===== src/rtl/uart_pkg.sv =====
// Shared UART types and constants for the receive front-end and the future transmitter.
package uart_pkg;

  typedef enum logic [2:0] {
    IDLE,
    START,
    DATA,
    STOP,
    WRITE,
    WAIT_IDLE
  } rx_state_t;

  localparam int unsigned OVERSAMPLE  = 16;
  localparam int unsigned DATA_BITS   = 8;
  localparam int unsigned WORD_W      = 32;
  localparam int unsigned SAMPLE_W    = $clog2(OVERSAMPLE);
  localparam int unsigned BIT_IDX_W   = $clog2(DATA_BITS);
  localparam int unsigned MID_SAMPLE  = OVERSAMPLE / 2 - 1;
  localparam int unsigned LAST_SAMPLE = OVERSAMPLE - 1;

endpackage


===== src/rtl/uart_baud_tick.sv =====
// Oversampling tick generator: one-clock tick every DIV clocks, restartable to phase 0.
module uart_baud_tick #(
  parameter int unsigned DIV = 2
) (
  input  logic clk,
  input  logic rst,
  input  logic restart,
  output logic tick
);

  localparam int unsigned CNT_W = (DIV > 1) ? $clog2(DIV) : 1;

  logic [CNT_W-1:0] cnt;

  always_ff @(posedge clk) begin
    if (rst || restart) begin
      cnt  <= '0;
      tick <= 1'b0;
    end else if (cnt == CNT_W'(DIV - 1)) begin
      cnt  <= '0;
      tick <= 1'b1;
    end else begin
      cnt  <= cnt + CNT_W'(1);
      tick <= 1'b0;
    end
  end

endmodule


===== src/rtl/uart_rx_ctrl.sv =====
// 8N1 UART receiver writing each good byte into the register file through an auto-incrementing pointer.
module uart_rx_ctrl
  import uart_pkg::*;
#(
  parameter int unsigned CLK_FREQ = 100_000_000,
  parameter int unsigned BAUD     = 9_600,
  parameter int unsigned N        = 8
) (
  input  logic              clk,
  input  logic              rst,
  input  logic              rx,
  input  logic              clr_ptr,
  output logic [WORD_W-1:0] IN2,
  output logic              WR2,
  output logic [N-1:0]      addr2,
  output logic              frame_err,
  output logic              busy
);

  localparam int unsigned DIV = CLK_FREQ / (BAUD * OVERSAMPLE);

  rx_state_t              state, next_state;
  logic                   rx_m, rx_s;
  logic                   tick;
  logic                   restart_c, load_c, ferr_c, mid_c, last_c;
  logic [SAMPLE_W-1:0]    sample_cnt;
  logic [BIT_IDX_W-1:0]   bit_idx;
  logic [DATA_BITS-1:0]   shreg;
  logic [N-1:0]           ptr;

  uart_baud_tick #(.DIV(DIV)) u_baud_tick (
    .clk     (clk),
    .rst     (rst),
    .restart (restart_c),
    .tick    (tick)
  );

  // Two-flop synchroniser; idles high so reset does not look like a start bit.
  always_ff @(posedge clk) begin
    if (rst) begin
      rx_m <= 1'b1;
      rx_s <= 1'b1;
    end else begin
      rx_m <= rx;
      rx_s <= rx_m;
    end
  end

  assign mid_c  = tick && (sample_cnt == SAMPLE_W'(MID_SAMPLE));
  assign last_c = tick && (sample_cnt == SAMPLE_W'(LAST_SAMPLE));

  always_ff @(posedge clk) begin
    if (rst) state <= IDLE;
    else     state <= next_state;
  end

  always_comb begin
    next_state = state;
    restart_c  = 1'b0;
    load_c     = 1'b0;
    ferr_c     = 1'b0;
    case (state)
      IDLE: begin
        if (!rx_s) begin
          next_state = START;
          restart_c  = 1'b1;
        end
      end
      START: begin
        if (mid_c) next_state = rx_s ? IDLE : DATA;
      end
      DATA: begin
        if (last_c && (bit_idx == BIT_IDX_W'(DATA_BITS - 1))) next_state = STOP;
      end
      STOP: begin
        if (last_c) begin
          if (rx_s) begin
            next_state = WRITE;
            load_c     = 1'b1;
          end else begin
            next_state = WAIT_IDLE;
            ferr_c     = 1'b1;
          end
        end
      end
      WRITE:     next_state = IDLE;
      WAIT_IDLE: if (rx_s) next_state = IDLE;
      default:   next_state = IDLE;
    endcase
  end

  // Sample/bit counters and shift register; mid-start re-aligns sampling to bit centres.
  always_ff @(posedge clk) begin
    if (rst) begin
      sample_cnt <= '0;
      bit_idx    <= '0;
      shreg      <= '0;
    end else if (restart_c) begin
      sample_cnt <= '0;
      bit_idx    <= '0;
    end else if (tick && (state == START || state == DATA || state == STOP)) begin
      if (state == START && mid_c) sample_cnt <= '0;
      else                         sample_cnt <= sample_cnt + SAMPLE_W'(1);
      if (state == DATA && last_c) begin
        shreg   <= {rx_s, shreg[DATA_BITS-1:1]};
        bit_idx <= bit_idx + BIT_IDX_W'(1);
      end
    end
  end

  // Registered outputs and write pointer; clear beats the post-write increment.
  always_ff @(posedge clk) begin
    if (rst) begin
      IN2       <= '0;
      WR2       <= 1'b0;
      addr2     <= '0;
      frame_err <= 1'b0;
      busy      <= 1'b0;
      ptr       <= '0;
    end else begin
      WR2       <= load_c;
      frame_err <= ferr_c;
      busy      <= (next_state != IDLE);
      if (load_c) begin
        IN2   <= WORD_W'(shreg);
        addr2 <= ptr;
      end
      if (clr_ptr)             ptr <= '0;
      else if (state == WRITE) ptr <= ptr + N'(1);
    end
  end

endmodule


===== config.mk =====
export PLATFORM = sky130hd
export DESIGN_NAME = uart_rx_ctrl
export DESIGN_NICKNAME = d
export VERILOG_FILES = /design/src/rtl/uart_pkg.sv /design/src/rtl/uart_baud_tick.sv /design/src/rtl/uart_rx_ctrl.sv
export SDC_FILE = /design/constraint.sdc
export NUM_CORES = 1
export LEC_CHECK = 0
export CORE_UTILIZATION = 35
export DETAILED_ROUTE_END_ITERATION = 10
export GPL_TIMING_DRIVEN = 0
export PLACE_DENSITY = 0.56
export SETUP_SLACK_MARGIN = 0.05
export SLEW_MARGIN = 25
export SYNTH_ARGS = -nofsm -noshare
export SYNTH_HDL_FRONTEND = slang
export SYNTH_SLANG_ARGS = --single-unit

===== constraint.sdc =====
create_clock -name clk -period 1.38 [get_ports clk]
set_input_delay 0.345 -clock clk [delete_from_list [all_inputs] [get_ports clk]]
set_output_delay 0.345 -clock clk [all_outputs]
set_load 0.05 [all_outputs]

# Word-level counts from Yosys, hierarchy flattened

Cells that the tools add are included.
Widths: inputs -> output; s select.

Bits in latches: 0
Input bits: 4
Memory bits (writable): 0
Memory bits (read-only): 0
Flip-flop bits (word level): 58
Output and inout port bits: 43
Memories kept: 0
Word-level logic and storage cells: 62

Reduce and logical (&&, ||, !) cells: 17
Equality and inequality tests: 9
Div/mod/pow operators: 0
Muxes and demuxes: 15
Shift-type cells: 0
Bitwise logic cells: 3
$mul: 0
Add/subtract/negate cells: 4
Order comparisons: 0

Operators by type and width:

| operator              | number |
|---|---|
| $mux 3                | 5 |
| $pmux 3 s5            | 1 |
| $add 10x1->10 const B | 1 |
| $eq 10x10->1 const B  | 1 |
| $eq 3x3->1 const B    | 3 |
| $add 8x1->8 const B   | 1 |
| $mux 1                | 7 |
| $eq 3x2->1 const B    | 2 |
| $logic_and 1x1->1     | 6 |
| $reduce_or 2->1       | 3 |
| $add 4x1->4 const B   | 1 |
| $eq 4x3->1 const B    | 1 |
| $eq 4x4->1 const B    | 1 |
| $mux 4                | 1 |
| $add 3x1->3 const B   | 1 |
| $eq 3x1->1 const B    | 1 |
| $logic_not 3->1       | 1 |
| $logic_or 1x1->1      | 3 |
| $not 1->1             | 3 |
| $reduce_and 3->1      | 1 |
| $reduce_bool 3->1     | 1 |
| $reduce_or 3->1       | 1 |
| $mux 2                | 1 |
| $reduce_and 2->1      | 1 |

# Logic depth before layout (Yosys ltp)

Depth in word-level cells: 6
Gate-level depth with buffers: 7
Depth with buffers taken out: 5

# Modules after synthesis

Synthesis repeated with hierarchy kept, for this count alone.

Cells, all modules: 271
Area total of the unflattened synthesis: 2616.3 sq um

By module, submodules not included:

| module         | instances | cells each | seq. area each (sq um) | area an instance (sq um) |
|---|---|---|---|---|
| uart_rx_ctrl   | 1         | 218        | 940.9                  | 2100.8 |
| uart_baud_tick | 1         | 53         | 220.2                  | 515.5 |

# Worst setup path after synthesis

No wires, ideal clock.

Kind: register to register
Start: reg sample_cnt[0]
End: reg shreg[7]
Path slack: -0.081 ns
Data required time: 1.252 ns
Library setup time: 0.128 ns
Buffers on the path: 2
Arrival time: 1.334 ns
Stages on the path, launching flop included: 8
Clock period less this slack: 1.461 ns
Cells stage by stage: dfxtp_1 -> ha_1 -> and3_1 -> and3b_1 -> buf_6 -> buf_12 -> mux2i_1 -> nor2_1

Longest elaborated chain between the ends: 4

Ends and longest elaborated chain:

| what                       | line                | source |
|---|---|---|
| from (decl)                | uart_rx_ctrl.sv:26  | `logic [SAMPLE_W-1:0] sample_cnt;` |
| from (signal assigned)     | uart_rx_ctrl.sv:103 | `else sample_cnt <= sample_cnt + SAMPLE_W'(1);` |
| $eq 4x4->1                 | uart_rx_ctrl.sv:50  | `assign last_c = tick && (sample_cnt == SAMPLE_W'(LAST_SAMPLE));` |
| $logic_and 1x1->1          | uart_rx_ctrl.sv:50  |  |
| $logic_and 1x1->1          | uart_rx_ctrl.sv:104 | `if (state == DATA && last_c) begin` |
| $reduce_and 3->1 (no line) | -                   |  |
| to (signal assigned)       | uart_rx_ctrl.sv:105 | `shreg <= {rx_s, shreg[DATA_BITS-1:1]};` |
| to (decl)                  | uart_rx_ctrl.sv:28  | `logic [DATA_BITS-1:0] shreg;` |

No other way between the ends.
A chain may end at the register's enable or synchronous reset.

# Worst setup path after layout

Start: reg sample_cnt[0]
End: reg shreg[3]

Same word-level chain as after synthesis.

==> summary.md <==
| Metric | Value |
|---|---|
| Worst min-delay path class | reg -> reg |
| # rows | 30 |
| Syn Area/Cell | 9.769 sq um |
| PnR Total Power | 3.865 mW |
| Reg2reg setup slack | -90 ps |
| Simple-Gate Fraction of Synth Area | 0.1986 |
| Setup slack after placement | -668.4 ps |
| RSZ-0062 raised after global routing | yes |
| Final setup vio count | 28 |
| CP delay by family, top | simple AND/OR/NAND/NOR gates |
| Critical Path AT | 1690 ps |
| Crit-path cells | ha_4 -> and3_4 -> and3b_1 -> buf_6 -> buf_12 -> mux2i_1 -> nor2_1 |
| Synth cell types | 39 |
| Largest family of logic cells by synthesized area | simple AND/OR/NAND/NOR gates |
| Fin worst setup slack | -92.43 ps |
| Starting density of the core | 0.3708 |
| Minimum clock period | 1472 ps |
| Worst setup SP type | flop |
| Lkg Pwr | 1.584 nW |
| Fill count | 647 |
| DPL Wire Length | 2958 um |
| Pwr/cell area | 1104 nW/um^2 |
| Largest net degree at the start of global routing | 11 |
| Async SR Flop Fraction | 0 |
| Hold buffer count at CTS | 0 |
| Status | complete, but fails checks |
| Max Clk Rate | 679.2 MHz |
| Detailed Route WL | 4773 um |
| Post-DR vias/cell | 4.218 |
| Worst vdd ir | 0.5852 mV |
| Diode count | 0 |
| Post-Synth Adder-Cell Area | 0.02900 |
| CTS root buffer | clkbuf_8 |
| I/O Buffers | 22 |
| Prevailing post-synth register cell | dfxtp_1 |
| Register area share after synthesis | 0.4485 |
| CP Buf/Inv Count | 2 |
| Clk slew on worst S/H paths | 70 ps |
| GRT Total Usage | 0.1316 |
| Area leader, netlist | dfxtp_1 |
| Failing checks | negative setup slack |
| DIE WIDTH | 88 um |
| Compound-Gate Fraction of Synth Area | 0.03238 |
| Peak fanout along the critical path | 5 |
| Worst path required time | 1600 ps |
| GRT Residual Overflow | 0 |
| Worst skew pair latency | 330 ps |
| GPL Wtd Cong | 0.7767 |
| Post-Synth XOR/XNOR Area | 0.06428 |
| Fin. Hold Viols | 0 |
| Synth area leaders | dfxtp_1 45%, mux2i_1 11%, buf_4 8.4%, nor2_1 7.7%, xnor2_1 3.7% |
| P&R area growth vs syn | 35.19% |
| Crit path capture type | flop |
| First-pass GRT wire length | 7617 um |
| Cells after Synth | 265 |
| Seq cells post-synth | 58 |
| # IOs | 47 |
| Final antenna-violating net count | 0 |
| Crit share post-route | 1.067 |
| Number of synthesized flops with an enable pin | 0 |
| Layout cells sized above 1 | 0.3594 |
| TritonCTS sink count | 58 |
| Core Area | 6982 sq um |
| Final Skew | 6.854 ps |
| CTS tree | done |
| CTS Buffer Depth | 2 |
| Non-Filler Instances | 441 |
| Net count, final | 350 |
| Top-area cell type share of the netlist area | 0.4485 |
| Synth Warn # | 0 |
| Slew Limit Fails | 0 |
| Post-synthesis mux area share | 0.1083 |
| Number of global-route vias before repair | 1687 |
| Initial antenna violation count | 0 |
| DIE AREA | 7744 sq um |
| Crit path max-delay cell type | dfxtp_4 |
| Critical path type | reg -> reg |
| Via Count | 1860 |
| Synthesized area | 2589 sq um |
| Drt first pass iters | 4 |
| Max-cap violations | 0 |
| Total CTS buffers | 9 |
| Drt first-iter violations | 105 |
| Placed cells | 406 |
| H-tree depth | 3 |
| Worst Hold Slack | 420.6 ps |
| Wirelength per Cell | 10.82 um |
| Die Y | 88 um |
| DRC viols | 0 |
| Crit-path max cell delay | 360 ps |
cell families after synthesis:
logic type | count (synthesis)
flip-flops | 58
adder cells (fa/ha/maj) | 6
AND/OR/NAND/NOR | 101
other | 1
buffers and inverters | 39
multiplexers | 28
AO/OA/AOI/OAI | 13
XOR/XNOR | 19
path summary, 6_finish.rpt:
check	start	cells after the start	endpoint
worst max-delay path	sample_cnt[0]	7	shreg[3]
worst min-delay path	rx_m	1	rx_s
worst max register to register	sample_cnt[0]	7	shreg[3]
worst min register to register	rx_m	1	rx_s
metrics by stage:
step                      area [sq um]    util  TNS [ps]
after floorplan                   2695       -    -84.45
after global placement            3035  0.4348    -20680
after detailed placement          3035  0.4348    -21200
after CTS                         3343  0.4789     -1103
after global routing              3500  0.5013     -3833
final                             3500  0.5013     -1679
state kept, by name (all words and copies together), names as in the netlist:
register and count:
frame_err 1, WR2 1, rx_s 1, rx_m 1
IN2 8, u_baud_tick.tick 1, shreg 8, state 3
addr2 8, sample_cnt 4, busy 1, u_baud_tick.cnt 10
bit_idx 3, ptr 8
cell usage after synthesis, types with 4 or more instances:
master   instances
a21oi_1          5
buf_4           29
dfxtp_1         58
ha_1             6
mux2i_1         28
nand2_1          8
nand3_1          4
nand4_1          8
nor2_1          53
nor3_1           5
xnor2_1         11
xor2_1           8
worst reg2reg max path, stage by stage, from the launching register on:
cell,delay (ps)
dfxtp_4,360
ha_4,130
and3_4,210
and3b_1,170
buf_6,130
buf_12,120
mux2i_1,190
nor2_1,60
power breakdown:
| part | internal (mW) | switching, mW |
|---|---|---|
| combinational | 0.102 | 0.217 |
| clock | 1.19 | 0.655 |
| sequential | 1.69 | 0.0134 |
cell usage in the layout, fill, tap and decap left out, types with 3 or more instances in the layout:
cell type / count
or2_2: 3
a21oi_1: 3
nand3_1: 4
buf_4: 37
xnor2_1: 10
clkinv_2: 3
dfxtp_2: 9
clkbuf_4: 5
nand4_1: 8
nor2_1: 51
buf_2: 16
buf_12: 3
mux2i_1: 27
conb_1: 24
nand2_1: 8
clkbuf_8: 9
bufinv_16: 3
nor3_1: 4
dfxtp_1: 48
buf_6: 10
xor2_1: 8
ha_1: 5
layer usage:
metal	vias up	share of wire	GRT usage
met2	35	0.47	0.2016
met5	-	0	0
li1	990	-	-
met1	829	0.48	0.1598
met3	6	0.040	0.04901
met4	0	0.0075	0.07154
what timing repair did:
action | 4_1_cts | 5_1_grt
pin swaps | 6 | 13
gates resized for setup | 113 | 28
setup endpoints to repair | 64 | 49
gates cloned | 1 | 2
setup buffers | 11 | 5
final cells by class:
cell class | count | area (sq um) | area share
Tap cell | 96 | 120.1 | 0.03432
Inverter | 2 | 7.507 | 0.002145
Clock buffer | 10 | 127.6 | 0.03647
Timing Repair Buffer | 41 | 339.1 | 0.09689
Multi-Input combinational cell | 191 | 1304 | 0.3725
Buffer | 37 | 320.3 | 0.09153
Clock inverter | 6 | 105.1 | 0.03003
Sequential cell | 58 | 1176 | 0.3361
Power figures use the tool's default switching activity.
